===== config.mk =====
export PLATFORM = sky130hd
export DESIGN_NAME = imem_loader
export DESIGN_NICKNAME = d
export VERILOG_FILES = /design/src/rtl/loader_pkg.sv /design/src/rtl/imem_loader.sv
export SDC_FILE = /design/constraint.sdc
export NUM_CORES = 1
export LEC_CHECK = 0
export BUFFER_PORTS_ARGS = -buffer_cell sky130_fd_sc_hd__buf_2
export CORE_MARGIN = 4
export CORE_UTILIZATION = 45
export CTS_CLUSTER_DIAMETER = 30
export DETAILED_ROUTE_END_ITERATION = 10
export PLACE_DENSITY = 0.76
export SYNTH_ARGS = -nofsm -noshare
export SYNTH_HDL_FRONTEND = slang
export SYNTH_SLANG_ARGS = --single-unit
export TNS_END_PERCENT = 1

===== constraint.sdc =====
create_clock -name clk -period 4.2 [get_ports clk]
set_input_delay 0.63 -clock clk [delete_from_list [all_inputs] [get_ports clk]]
set_output_delay 0.63 -clock clk [all_outputs]
set_load 0.02 [all_outputs]

===== src/rtl/loader_pkg.sv =====
// ============================================================================
//  Module      : loader_pkg
//  Description : Shared definitions for the instruction-memory loader:
//                FSM state encoding, per-phase byte counts and the
//                little-endian byte-order helpers.
//  Revision    : 1.0 - initial release
// ============================================================================
`default_nettype none

package loader_pkg;

  // Loader phases: wait for start, length header, payload, checksum, finish.
  typedef enum logic [2:0] {
    IDLE = 3'd0,
    LEN  = 3'd1,
    DATA = 3'd2,
    CHK  = 3'd3,
    FIN  = 3'd4
  } state_t;

  // Bytes consumed in each byte-accepting phase.
  localparam int LEN_BYTES  = 2;
  localparam int DATA_BYTES = 4;
  localparam int CHK_BYTES  = 1;

  localparam int BYTE_W = 8;

  // Little-endian ordering: the first byte of the length header is the low
  // byte, and byte k of a data word lands in bits [8k+7:8k].
  localparam int LEN_LO_IDX = 0;

  function automatic int le_lane(input logic [1:0] idx);
    return int'(idx) * BYTE_W;
  endfunction

endpackage

`default_nettype wire


===== src/rtl/imem_loader.sv =====
// ============================================================================
//  Module      : imem_loader
//  Description : Receives a byte stream [N lo, N hi, 4*N data bytes, checksum]
//                and writes the little-endian assembled words to instruction
//                memory at consecutive word addresses starting at 0.
//  Ports       : clk, rst (async, active high)
//                start                 - begin a load (honoured only in IDLE)
//                byte_valid/byte_data  - stream source, byte_ready handshake
//                mem_we/mem_addr/mem_wdata - one-cycle memory write
//                busy/done/error       - status; error is sticky until start
//  Revision    : 1.0 - initial release
// ============================================================================
`default_nettype none

module imem_loader
  import loader_pkg::*;
#(
  parameter int ADDR_WIDTH = 14,
  parameter int DATA_WIDTH = 32   // only 32 is supported
) (
  input  logic                  clk,
  input  logic                  rst,
  input  logic                  start,
  input  logic                  byte_valid,
  input  logic [7:0]            byte_data,
  output logic                  byte_ready,
  output logic                  mem_we,
  output logic [ADDR_WIDTH-1:0] mem_addr,
  output logic [DATA_WIDTH-1:0] mem_wdata,
  output logic                  busy,
  output logic                  done,
  output logic                  error
);

  // Counters must represent N == 2^ADDR_WIDTH as well as any 16-bit N.
  localparam int CNT_W = (ADDR_WIDTH + 1 > 17) ? ADDR_WIDTH + 1 : 17;
  localparam logic [CNT_W-1:0] MAX_WORDS = CNT_W'(64'd1 << ADDR_WIDTH);
  localparam logic [1:0] LAST_LEN  = 2'(LEN_BYTES - 1);
  localparam logic [1:0] LAST_DATA = 2'(DATA_BYTES - 1);
  localparam logic [1:0] LAST_CHK  = 2'(CHK_BYTES - 1);

  state_t                state_q, state_d;
  logic [1:0]            byte_idx_q, byte_idx_d;
  logic [CNT_W-1:0]      word_idx_q, word_idx_d;
  logic [CNT_W-1:0]      n_q, n_d;
  logic [7:0]            len_lo_q, len_lo_d;
  logic [DATA_WIDTH-1:0] word_q, word_d;
  logic [7:0]            cksum_q, cksum_d;

  logic                  byte_ready_q, byte_ready_d;
  logic                  mem_we_q, mem_we_d;
  logic [ADDR_WIDTH-1:0] mem_addr_q, mem_addr_d;
  logic [DATA_WIDTH-1:0] mem_wdata_q, mem_wdata_d;
  logic                  busy_q, busy_d;
  logic                  done_q, done_d;
  logic                  error_q, error_d;

  logic                  xfer;
  logic [CNT_W-1:0]      len_word;

  assign xfer = byte_valid & byte_ready_q;

  always_comb begin
    state_d     = state_q;
    byte_idx_d  = byte_idx_q;
    word_idx_d  = word_idx_q;
    n_d         = n_q;
    len_lo_d    = len_lo_q;
    word_d      = word_q;
    cksum_d     = cksum_q;
    mem_we_d    = 1'b0;
    mem_addr_d  = mem_addr_q;
    mem_wdata_d = mem_wdata_q;
    error_d     = error_q;
    len_word    = CNT_W'({byte_data, len_lo_q});

    unique case (state_q)
      IDLE: begin
        if (start) begin
          state_d    = LEN;
          error_d    = 1'b0;
          byte_idx_d = '0;
          word_idx_d = '0;
          cksum_d    = '0;
        end
      end

      LEN: begin
        if (xfer) begin
          if (byte_idx_q == 2'(LEN_LO_IDX)) begin
            len_lo_d = byte_data;
          end
          if (byte_idx_q == LAST_LEN) begin
            n_d        = len_word;
            byte_idx_d = '0;
            if (len_word > MAX_WORDS) begin
              error_d = 1'b1;
              state_d = FIN;
            end else if (len_word == '0) begin
              state_d = CHK;
            end else begin
              state_d = DATA;
            end
          end else begin
            byte_idx_d = byte_idx_q + 2'd1;
          end
        end
      end

      DATA: begin
        if (xfer) begin
          word_d[le_lane(byte_idx_q) +: BYTE_W] = byte_data;
          cksum_d = cksum_q + byte_data;
          if (byte_idx_q == LAST_DATA) begin
            // Word complete: the registered strobe appears next cycle.
            byte_idx_d  = '0;
            mem_we_d    = 1'b1;
            mem_addr_d  = word_idx_q[ADDR_WIDTH-1:0];
            mem_wdata_d = word_d;
            word_idx_d  = word_idx_q + CNT_W'(1);
            if (word_idx_d == n_q) begin
              state_d = CHK;
            end
          end else begin
            byte_idx_d = byte_idx_q + 2'd1;
          end
        end
      end

      CHK: begin
        if (xfer) begin
          if (byte_data != cksum_q) begin
            error_d = 1'b1;
          end
          if (byte_idx_q == LAST_CHK) begin
            byte_idx_d = '0;
            state_d    = FIN;
          end else begin
            byte_idx_d = byte_idx_q + 2'd1;
          end
        end
      end

      FIN: begin
        state_d = IDLE;
      end

      default: begin
        state_d = IDLE;
      end
    endcase

    // Status outputs are registered copies of the next state so that they
    // line up with state_q and never depend combinationally on inputs.
    byte_ready_d = (state_d == LEN) || (state_d == DATA) || (state_d == CHK);
    busy_d       = (state_d != IDLE);
    done_d       = (state_d == FIN);
  end

  always_ff @(posedge clk or posedge rst) begin
    if (rst) begin
      state_q      <= IDLE;
      byte_idx_q   <= '0;
      word_idx_q   <= '0;
      n_q          <= '0;
      len_lo_q     <= '0;
      word_q       <= '0;
      cksum_q      <= '0;
      byte_ready_q <= 1'b0;
      mem_we_q     <= 1'b0;
      mem_addr_q   <= '0;
      mem_wdata_q  <= '0;
      busy_q       <= 1'b0;
      done_q       <= 1'b0;
      error_q      <= 1'b0;
    end else begin
      state_q      <= state_d;
      byte_idx_q   <= byte_idx_d;
      word_idx_q   <= word_idx_d;
      n_q          <= n_d;
      len_lo_q     <= len_lo_d;
      word_q       <= word_d;
      cksum_q      <= cksum_d;
      byte_ready_q <= byte_ready_d;
      mem_we_q     <= mem_we_d;
      mem_addr_q   <= mem_addr_d;
      mem_wdata_q  <= mem_wdata_d;
      busy_q       <= busy_d;
      done_q       <= done_d;
      error_q      <= error_d;
    end
  end

  assign byte_ready = byte_ready_q;
  assign mem_we     = mem_we_q;
  assign mem_addr   = mem_addr_q;
  assign mem_wdata  = mem_wdata_q;
  assign busy       = busy_q;
  assign done       = done_q;
  assign error      = error_q;

endmodule

`default_nettype wire

==> metrics.cfg, run 1 <==
[layout]
reg_area_um2 = 3430
synthToLayoutAreaGrowth_pct = 15.1
filler_cell_count = 1223
instances_no_fill = 874
multiInputGateArea_um2 = 2930
post_route_cells_drive_above_1_share_pct = 19.7
inserted_diodes = 0
fin_nets = 705

[detailed_routing]
drt_iter0_markers = 532
drc = 0
route.final.wire_length_um = 15800
routed-via-count = 5254
routed_wire_length_per_instance_um = 18.1
dr.pass1.iters = 5
via_per_inst = 6.01
ant_nets = 0

[critical_path]
worstReg2RegEnd = word_q[2]
setup.worst_path.end_class = flop
r2r-start = byte_idx_q[0]
critical_path_peak_fanout = 9
regToRegSetupSlack_ps = 1620
kind_of_launch_point_of_the_worst_setup_path = flop
r2r_cells = 6
timing.critical_path.arrival_ps = 2940
criticalPathCategory = reg2reg
cp_data_required_time_ps = 4560

[timing]
time_the_final_worst_path_needs_with_i_o_delays_and_setup_ps = 2580
timing_worst_slew_pin_value_ps = 958
finalSetupViolCount = 0
timing.final.crit_share_pct = 61.3
timing.hold.ws_ps = 409
report.final.slew_viol_count = 0
fmax_mhz = 388
relSlewSlack_pct = 36.0
setup_tns_ps = 0
clock-skew-final_ps = 11.2
rsz_0062_raised_after_global_routing = no
finalHoldViolCount = 0

[cts]
num_clock_sinks = 137
cts_hold_buf = 0
cts_buffer_depth = 2
numCtsBuffers = 17
cts_max_level = 4
clk_latency_ps = 430
worst_setup_hold_path_clk_slew_ps = 60
postCtsSetupRepairBufs = 0
cts_repair_resize_count = 0
clock_root_buffer_master = sky130_fd_sc_hd__clkbuf_16
tritoncts = yes

[run_status]
status = completed

[yosys]
synthesis.instances = 638
syn_nets = 666
count_of_flip_flops_with_a_built_in_enable_after_synthesis = 0
yosysSeqAreaShare_pct = 51.9
syn-mean-instance-area_um2 = 10.3
yosysWarningCount = 0
yosysTopAreaCell = sky130_fd_sc_hd__dfrtp_1
post_synthesis_cell_type_count = 54
synthMostInstantiatedCell = sky130_fd_sc_hd__dfrtp_1
synth.cell_area_um2 = 6600
synth.ff_latch_count = 137
synthArstFlopShare_pct = 100
netlist_top_cells_area = sky130_fd_sc_hd__dfrtp_1, sky130_fd_sc_hd__nor2_1, sky130_fd_sc_hd__a22o_1
synth_top_area_share_pct = 51.9
most_frequently_used_flop_master_after_synthesis = sky130_fd_sc_hd__dfrtp_1
netlist_top_cells_count = sky130_fd_sc_hd__dfrtp_1, sky130_fd_sc_hd__nor2_1, sky130_fd_sc_hd__nand2_1

[grt]
gr-usage-all-layers_pct = 19.9
globalRoute.totalOverflow = 0
grt_antenna_before_repair = 0
grt_first_pass_wirelength_um = 26600
grt_max_degree = 95
grt_pass1_vias = 5238

[placement]
place.detailed.hpwl_um = 10400
gp_congestion = 0.874
io_buffer_count = 62
place_inst = 842

[power]
irDropWorstVdd_mv = 0.374
p_leak_nw = 3.64
power_per_standard_cell_area_nw_per_um2 = 655
totalPowerFinal_w = 0.00497

[flow_run]
max-cap-violations = 0

[floorplan]
ioPinCount = 63
die_area_um2 = 16700
die_w_um = 129
core_region_area_um2 = 14500
floorplan.initialDensity_pct = 45.6
floorplan.die.height_um = 129
rows = 44

[hold_path]
worst_hold_path_type = in2async

==> worst max-delay path, stage by stage (launching register included) <==
cell and delay, ps:
sky130_fd_sc_hd__dfrtp_1 500, sky130_fd_sc_hd__inv_2 190, sky130_fd_sc_hd__ha_1 200, sky130_fd_sc_hd__clkinv_1 230, sky130_fd_sc_hd__nor4b_2 720, sky130_fd_sc_hd__and3_1 460, sky130_fd_sc_hd__a22o_1 210
==> worst max path at each step <==
stage	startpoint	end	slack [ps]	depth (start not counted)
finish	byte_idx_q[0]	word_q[2]	1620	6
CTS	state_q[1]	word_idx_q[11]	1640	7
detailed placement	byte_data[1]	cksum_q[7]	1570	9
global placement	byte_data[1]	cksum_q[7]	1650	9
global route	byte_idx_q[0]	word_q[2]	1400	6
floorplan	rst	busy	1860	1
==> layout by cell type (no fill, tap or decap), types with 7 or more instances in the layout <==
cell type,n
sky130_fd_sc_hd__nand4_1,9
sky130_fd_sc_hd__dfrtp_1,137
sky130_fd_sc_hd__o31ai_1,7
sky130_fd_sc_hd__xor2_1,17
sky130_fd_sc_hd__nand3_1,14
sky130_fd_sc_hd__mux2_2,24
sky130_fd_sc_hd__nand2_1,69
sky130_fd_sc_hd__a22o_1,34
sky130_fd_sc_hd__clkbuf_16,17
sky130_fd_sc_hd__ha_1,15
sky130_fd_sc_hd__o21ai_0,36
sky130_fd_sc_hd__a221oi_1,32
sky130_fd_sc_hd__buf_2,62
sky130_fd_sc_hd__nor4_1,7
sky130_fd_sc_hd__nor2_1,85
sky130_fd_sc_hd__a21oi_1,12
sky130_fd_sc_hd__xnor2_1,14
==> registers in the layout, indices dropped and copies added (netlist names), 2 cells and up <==
name and count:
byte_idx_q 2, cksum_q 8, len_lo_q 8, mem_addr 14, mem_wdata 32, n_q 16, state_q 3, word_idx_q 17
word_q 32
==> power breakdown <==
group	switching [W]	leakage [nW]	internal [W]
clock	0.000564	0.305	0.000994
combinational	0.000890	1.49	0.000571
sequential	0.000279	1.85	0.00168
==> area by class of cell <==
cell class	count	share of cell area [%]
sequential	137	45.1
multi-input combinational	446	38.6
clock buffer	21	6.32
timing repair buffer	65	4.55
tap	184	3.03
clock inverter	11	1.88
inverter	10	0.543
==> per-layer routing <==
metal	vias to the layer above	global-route usage, %	wire length, µm
met3	41	4.16	951
met5	-	0	0
li1	2372	-	-
met2	210	30.7	7540
met4	0	7.78	347
met1	2631	27.8	6990
==> logic make-up (layout without fill, tap and decap cells) <==
family                   Yosys count  after routing  share of synthesized area, %
flip-flops                       137            137                          51.9
buffers and inverters             55            107                          3.77
XOR/XNOR                          32             32                          4.36
multiplexers                      24             24                          4.09
AND/OR/NAND/NOR                  227            227                          16.6
AO/OA/AOI/OAI                    147            147                          16.1
adder cells (fa/ha/maj)           16             16                          3.15
==> metrics by stage <==
step                setup WS, ps  utilization (%)  area [µm²]
floorplan                   1860                -        6610
global placement            1650             48.2        6970
detailed placement          1570             48.2        6970
CTS                         1640             52.5        7600
global route                1400             52.5        7600
finish                      1620             52.5        7600
Note: power is estimated with default switching activity, not from simulation.
==> run 2, diff against run 1 <==
- clock period: 4.2 -> 2.2 ns (I/O delays scaled with it)
==> run 2 against run 1 <==
- wire length increased by 4.6%
- register-to-register slack got worse by 1500 ps
- final area increased by 4.1%
- via count increased by 1.4%
==> metrics.cfg, run 2 (synthesis gave the netlist of run 1 again) <==
[placement]
gp_congestion = 0.882  ; +0.86%
place.detailed.hpwl_um = 11200  ; +8.2%
dpl_worst_slack_ps = -23.6  ; -1590 ps
io_buffer_count = 62  ; unchanged

[timing]
timing.final.crit_share_pct = 94.7  ; +33 points
fmax_mhz = 480  ; +24%
timing.hold.ws_ps = 288  ; -122 ps
clock-skew-final_ps = 10.3  ; -0.886 ps
time_the_final_worst_path_needs_with_i_o_delays_and_setup_ps = 2080  ; -493 ps
timing_worst_slew_pin_value_ps = 618  ; -339 ps
finalSetupViolCount = 0  ; unchanged
report.final.slew_viol_count = 0  ; unchanged
finalHoldViolCount = 0  ; unchanged
relSlewSlack_pct = 58.7  ; +23 points
fin_worst_setup_slack_ps = 117  ; -1510 ps
rsz_0062_raised_after_global_routing = no

[grt]
grt_first_pass_wirelength_um = 27000  ; +1.4%
grt_pass1_vias = 5198  ; -0.76%
grtUsageMet2_pct = 32.1  ; +1.4 points
most_crowded_layer_after_global_routing = met2
gr-usage-met1_pct = 27.8  ; +0.058 points
globalRoute.totalOverflow = 0  ; unchanged
gr-usage-all-layers_pct = 20.6  ; +0.70 points
grt_antenna_before_repair = 0  ; unchanged
grt_max_degree = 48  ; -49%
use_met3_pct = 4.25  ; +0.082 points

[detailed_routing]
route.final.wire_length_um = 16600  ; +4.6%
routed_wire_length_per_instance_um = 18.3  ; +1.2%
ant_nets = 0  ; unchanged
drc = 0  ; unchanged
dr.pass1.iters = 5  ; unchanged
drt_iter0_markers = 521  ; -2.1%
routed-via-count = 5330  ; +1.4%
via_per_inst = 5.90  ; -1.8%

[layout]
inserted_diodes = 0  ; unchanged
fin_nets = 734  ; +4.1%
layout_common_cells = sky130_fd_sc_hd__dfrtp_1, sky130_fd_sc_hd__nor2_1, sky130_fd_sc_hd__nand2_1
layout.core_utilization_pct = 54.6  ; +2.2 points
final_common_cell = sky130_fd_sc_hd__dfrtp_1
post_route_cells_drive_above_1_share_pct = 23.4  ; +3.7 points
synthToLayoutAreaGrowth_pct = 19.8

[critical_path]
timing.critical_path.arrival_ps = 2370  ; -570 ps
cp_data_required_time_ps = 2490  ; -2070 ps
critPathMaxStageDelay_ps = 410  ; -310 ps
critical-path-slowest-cell = sky130_fd_sc_hd__dfrtp_1
criticalPathCategory = reg2reg
critical_path_peak_fanout = 3  ; -6
kind_of_launch_point_of_the_worst_setup_path = flop
setup.worst_path.end_class = flop
critical_path.cell_chain = ha_1, a21o_1, a21oi_2, o21ai_1, o41ai_2, xor2_1, o211ai_1, o31ai_1

[cts]
worst_setup_hold_path_clk_slew_ps = 50  ; about the same
num_clock_sinks = 137  ; unchanged
clk_latency_ps = 420  ; about the same
cts_max_level = 4  ; unchanged
numCtsBuffers = 17  ; unchanged
tritoncts = yes
clock_root_buffer_master = sky130_fd_sc_hd__clkbuf_16
cts_buffer_depth = 2  ; unchanged

[floorplan]
die_w_um = 129  ; unchanged
die_area_um2 = 16700  ; unchanged
floorplan.initialDensity_pct = 45.6  ; unchanged
floorplan.die.height_um = 129  ; unchanged
ioPinCount = 63  ; unchanged
rows = 44  ; unchanged
core_region_area_um2 = 14500  ; unchanged

[power]
power_per_standard_cell_area_nw_per_um2 = 1230  ; +87%
irDropWorstVdd_mv = 0.776  ; +110%
totalPowerFinal_w = 0.00970  ; +95%
p_leak_nw = 3.81  ; +4.6%

[flow_run]
max-cap-violations = 0  ; unchanged

[run_status]
status = completed

[hold_path]
worst_hold_path_type = in2reg

## run 2: cell types whose count changed in the layout (fill, tap and decap cells not counted), moves of 3 or more
cell / before / now
sky130_fd_sc_hd__clkbuf_1: 0 / 4
sky130_fd_sc_hd__dfrtp_1: 137 / 134
sky130_fd_sc_hd__dfrtp_2: 0 / 3
sky130_fd_sc_hd__buf_12: 1 / 5
sky130_fd_sc_hd__buf_4: 2 / 26
## run 2: worst paths after layout
check | from | to | slack (ps) | depth (start not counted)
worst max-delay path | cksum_q[1] | cksum_q[7] | 120 | 8
worst min-delay path | byte_data[0] | cksum_q[0] | 290 | 4
worst max register to register | cksum_q[1] | cksum_q[7] | 120 | 8
worst min register to register | mem_addr[10] | mem_addr[10] | 470 | 2
max in group asynchronous | rst | byte_idx_q[0] | 900 | 4
min in group asynchronous | rst | word_q[4] | 530 | 3
## run 2: worst max-delay path: cells and delay by family, from the launching register on
| family | cells | cell delay (ps) |
|---|---|---|
| compound gates | 6 | 1070 |
| flops | 1 | 410 |
| fa+ha+maj | 1 | 300 |
| xor+xnor | 1 | 150 |
## run 2: what timing repair did
item,CTS,global route
setup endpoints to repair,0,20
gates resized for setup,0,9
buffers inserted,0,0
hold buffers,1,0
hold endpoints to repair,20,0
## run 2: through the flow
stage / cells / setup TNS [ps] / area, µm²
after floorplan: 638 / 0 / 6610
after global placement: 870 / 0 / 7230
after detailed placement: 870 / -23.6 / 7230
after CTS: 903 / 0 / 7880
after global routing: 903 / 0 / 7910
final: 903 / 0 / 7910
## run 2: cell type report
| cell class | instances | area [µm²] |
|---|---|---|
| flip-flops and latches | 137 | 3430 |
| fillers | 1213 | 6570 |
| inverters | 10 | 41.3 |
| multi-input cells | 446 | 2960 |
| well taps | 184 | 230 |
| clock inverters | 7 | 138 |
| clock buffers | 25 | 495 |
| repair buffers | 94 | 616 |
## run 2: power by group
group | total (W) | leakage [nW] | switching [W] | internal (W)
logic | 0.00296 | 1.66 | 0.00178 | 0.00118
registers | 0.00369 | 1.84 | 0.000488 | 0.00320
clock network | 0.00305 | 0.307 | 0.00103 | 0.00201
total | 0.00970 | 3.81 | 0.00330 | 0.00640
## run 2: per-layer routing
metal,vias up,routed length (µm)
li1,2432,-
met1,2665,7100
met2,200,7910
met3,33,1120
met4,0,418
met5,-,0
==> run 3, diff against run 2 <==
- MAX_ROUTING_LAYER: not set -> met4
==> run 3 against run 2 <==
- die area unchanged
- wire length rose by 0.55%
- via count rose by 0.54%
- largest cell class unchanged
- critical endpoint is now word_q[25]
==> metrics.cfg, run 3 (synthesis gave the netlist of run 1 again) <==
[floorplan]
ioPinCount = 63  ; unchanged
die_w_um = 129  ; unchanged
floorplan.initialDensity_pct = 45.6  ; unchanged
die_area_um2 = 16700  ; unchanged
floorplan.die.height_um = 129  ; unchanged
core_region_area_um2 = 14500  ; unchanged
rows = 44  ; unchanged

[cts]
cts_buffer_depth = 2  ; unchanged
numCtsBuffers = 17  ; unchanged
tritoncts = yes
num_clock_sinks = 137  ; unchanged
cts_max_level = 4  ; unchanged
postCtsSetupRepairBufs = 0  ; unchanged
worst_setup_hold_path_clk_slew_ps = 60  ; about the same
clock_root_buffer_master = sky130_fd_sc_hd__clkbuf_16
clk_latency_ps = 430  ; about the same

[detailed_routing]
met3WireLength_um = 1050  ; -6.8%
wl_met1_um = 7200  ; +1.5%
routed.top_layer = met4
ant_nets = 0  ; unchanged
drc = 0  ; unchanged
routed_wire_length_per_instance_um = 18.4  ; +0.55%
drt_iter0_markers = 560  ; +7.5%
route.final.wire_length_um = 16600  ; +0.55%
routed-via-count = 5359  ; +0.54%
via_per_inst = 5.93  ; +0.54%
dr.pass1.iters = 5  ; unchanged
met2_length_um = 7970  ; +0.70%

[grt]
grt_first_pass_wirelength_um = 27000  ; unchanged
grt_pass1_vias = 5211  ; +0.25%
grt_antenna_before_repair = 0  ; unchanged
globalRoute.totalOverflow = 0  ; unchanged
grt_max_degree = 48  ; unchanged
gr-usage-all-layers_pct = 21.3  ; +0.67 points

[critical_path]
cp_data_required_time_ps = 2510  ; +20 ps
r2r_cells = 4  ; -4
worstReg2RegEnd = word_q[25]
setup.worst_path.end_class = flop
kind_of_launch_point_of_the_worst_setup_path = flop
regToRegSetupSlack_ps = 120  ; about the same
critical_path.cell_chain = nor3b_1, and2_1, nand2_1, a22o_1
r2r-start = state_q[2]
criticalPathCategory = reg2reg
critPathMaxStageDelay_ps = 470  ; +60 ps
critical_path_peak_fanout = 9  ; +6
critical-path-slowest-cell = sky130_fd_sc_hd__dfrtp_1
timing.critical_path.arrival_ps = 2380  ; about the same

[hold_path]
timing.hold.worst_endpoint = cksum_q[0]
timing.hold.worst.start = byte_data[0]
worst_hold_path_type = in2reg
holdPathStages = 4  ; unchanged

[power]
power_per_standard_cell_area_nw_per_um2 = 1230  ; about the same
intPower_w = 0.00640  ; about the same
swShare_pct = 34.1  ; +0.052 points
p_comb_share_pct = 30.5  ; about the same
power.switching_w = 0.00331  ; +0.23%
irDropWorstVdd_mv = 0.778  ; +0.33%
p_leak_nw = 3.81  ; about the same
clockPowerShare_pct = 31.4  ; about the same
totalPowerFinal_w = 0.00971  ; about the same
power.sequential.fraction_pct = 38.1  ; about the same

[timing]
clock-skew-final_ps = 8.48  ; -1.84 ps
rsz_0062_raised_after_global_routing = no
relSlewSlack_pct = 58.6  ; -0.11 points
report.final.slew_viol_count = 0  ; unchanged
finalHoldViolCount = 0  ; unchanged
setup_tns_ps = 0  ; unchanged
time_the_final_worst_path_needs_with_i_o_delays_and_setup_ps = 2080  ; -7.08 ps
timing_worst_slew_pin_value_ps = 620  ; +1.63 ps
fmax_mhz = 482  ; +0.34%
timing.final.crit_share_pct = 94.4  ; -0.32 points
fin_worst_setup_slack_ps = 124  ; +7.08 ps
finalSetupViolCount = 0  ; unchanged

[layout]
instances_no_fill = 903  ; unchanged
fin_nets = 734  ; unchanged
synthToLayoutAreaGrowth_pct = 19.8  ; about the same
post_route_cells_drive_above_1_share_pct = 23.5  ; +0.14 points
final_common_cell = sky130_fd_sc_hd__dfrtp_1
layout_common_cells = sky130_fd_sc_hd__dfrtp_1, sky130_fd_sc_hd__nor2_1, sky130_fd_sc_hd__nand2_1
inserted_diodes = 0  ; unchanged

[placement]
place.detailed.hpwl_um = 11200  ; unchanged
io_buffer_count = 62  ; unchanged
place_inst = 870  ; unchanged
gp_congestion = 0.897  ; +1.7%
dpl_worst_slack_ps = -23.6  ; unchanged

[run_status]
status = completed

[flow_run]
max-cap-violations = 0  ; unchanged

## run 3: routing by layer
metal,GRT usage [%],vias to the layer above
met5,-,-
met4,9.57,0
met3,4.12,37
met2,32.2,196
met1,28.0,2697
li1,-,2429
## run 3: worst max path at each step
stage / slack [ps] / end / start
6_report: 120 / word_q[25] / state_q[2]
5_1_grt: 4 / state_q[0] / state_q[2]
4_1_cts: 30 / cksum_q[7] / cksum_q[1]
3_5_place_dp: -20 / cksum_q[7] / byte_data[1]
3_3_place_gp: 100 / cksum_q[7] / byte_data[1]
2_1_floorplan: 90 / word_q[0] / byte_idx_q[0]
## run 3: area by class of cell
class / instances / area [µm²]
clock inverters: 7 / 138
fillers: 1213 / 6570
flip-flops and latches: 137 / 3430
multi-input cells: 446 / 2960
inverters: 10 / 41.3
repair buffers: 94 / 616
clock buffers: 25 / 495
well taps: 184 / 230
## run 3: per-stage QoR
| step | hold slack [ps] | utilization (%) | cell area (µm²) |
|---|---|---|---|
| after floorplan | 466 | - | 6610 |
| after global placement | 429 | 50.0 | 7230 |
| after detailed placement | 439 | 50.0 | 7230 |
| after CTS | 276 | 54.4 | 7880 |
| after global routing | 305 | 54.6 | 7910 |
| final | 284 | 54.6 | 7910 |
## run 3: worst max-delay path: cells and delay by family, from the launching register on
| family | cells | cell delay, ps |
|---|---|---|
| AO/OA/AOI/OAI | 1 | 260 |
| AND/OR/NAND/NOR | 3 | 1230 |
| flip-flops | 1 | 470 |
## run 3: what timing repair did
action / in CTS / in global routing
gates resized for setup: 0 / 10
setup endpoints to repair: 0 / 20
hold endpoints to repair: 20 / 0
hold buffers: 1 / 0
## run 3: power groups by stage
| stage | registers, W | clock network (W) | logic [W] |
|---|---|---|---|
| after detailed placement | 0.00373 | 0 | 0.00293 |
| after CTS | 0.00369 | 0.00309 | 0.00294 |
| after global routing | 0.00377 | 0.00319 | 0.00323 |
| after global placement | 0.00368 | 0 | 0.00281 |
| final | 0.00369 | 0.00305 | 0.00296 |
| after floorplan | 0.00404 | 0 | 0.00163 |
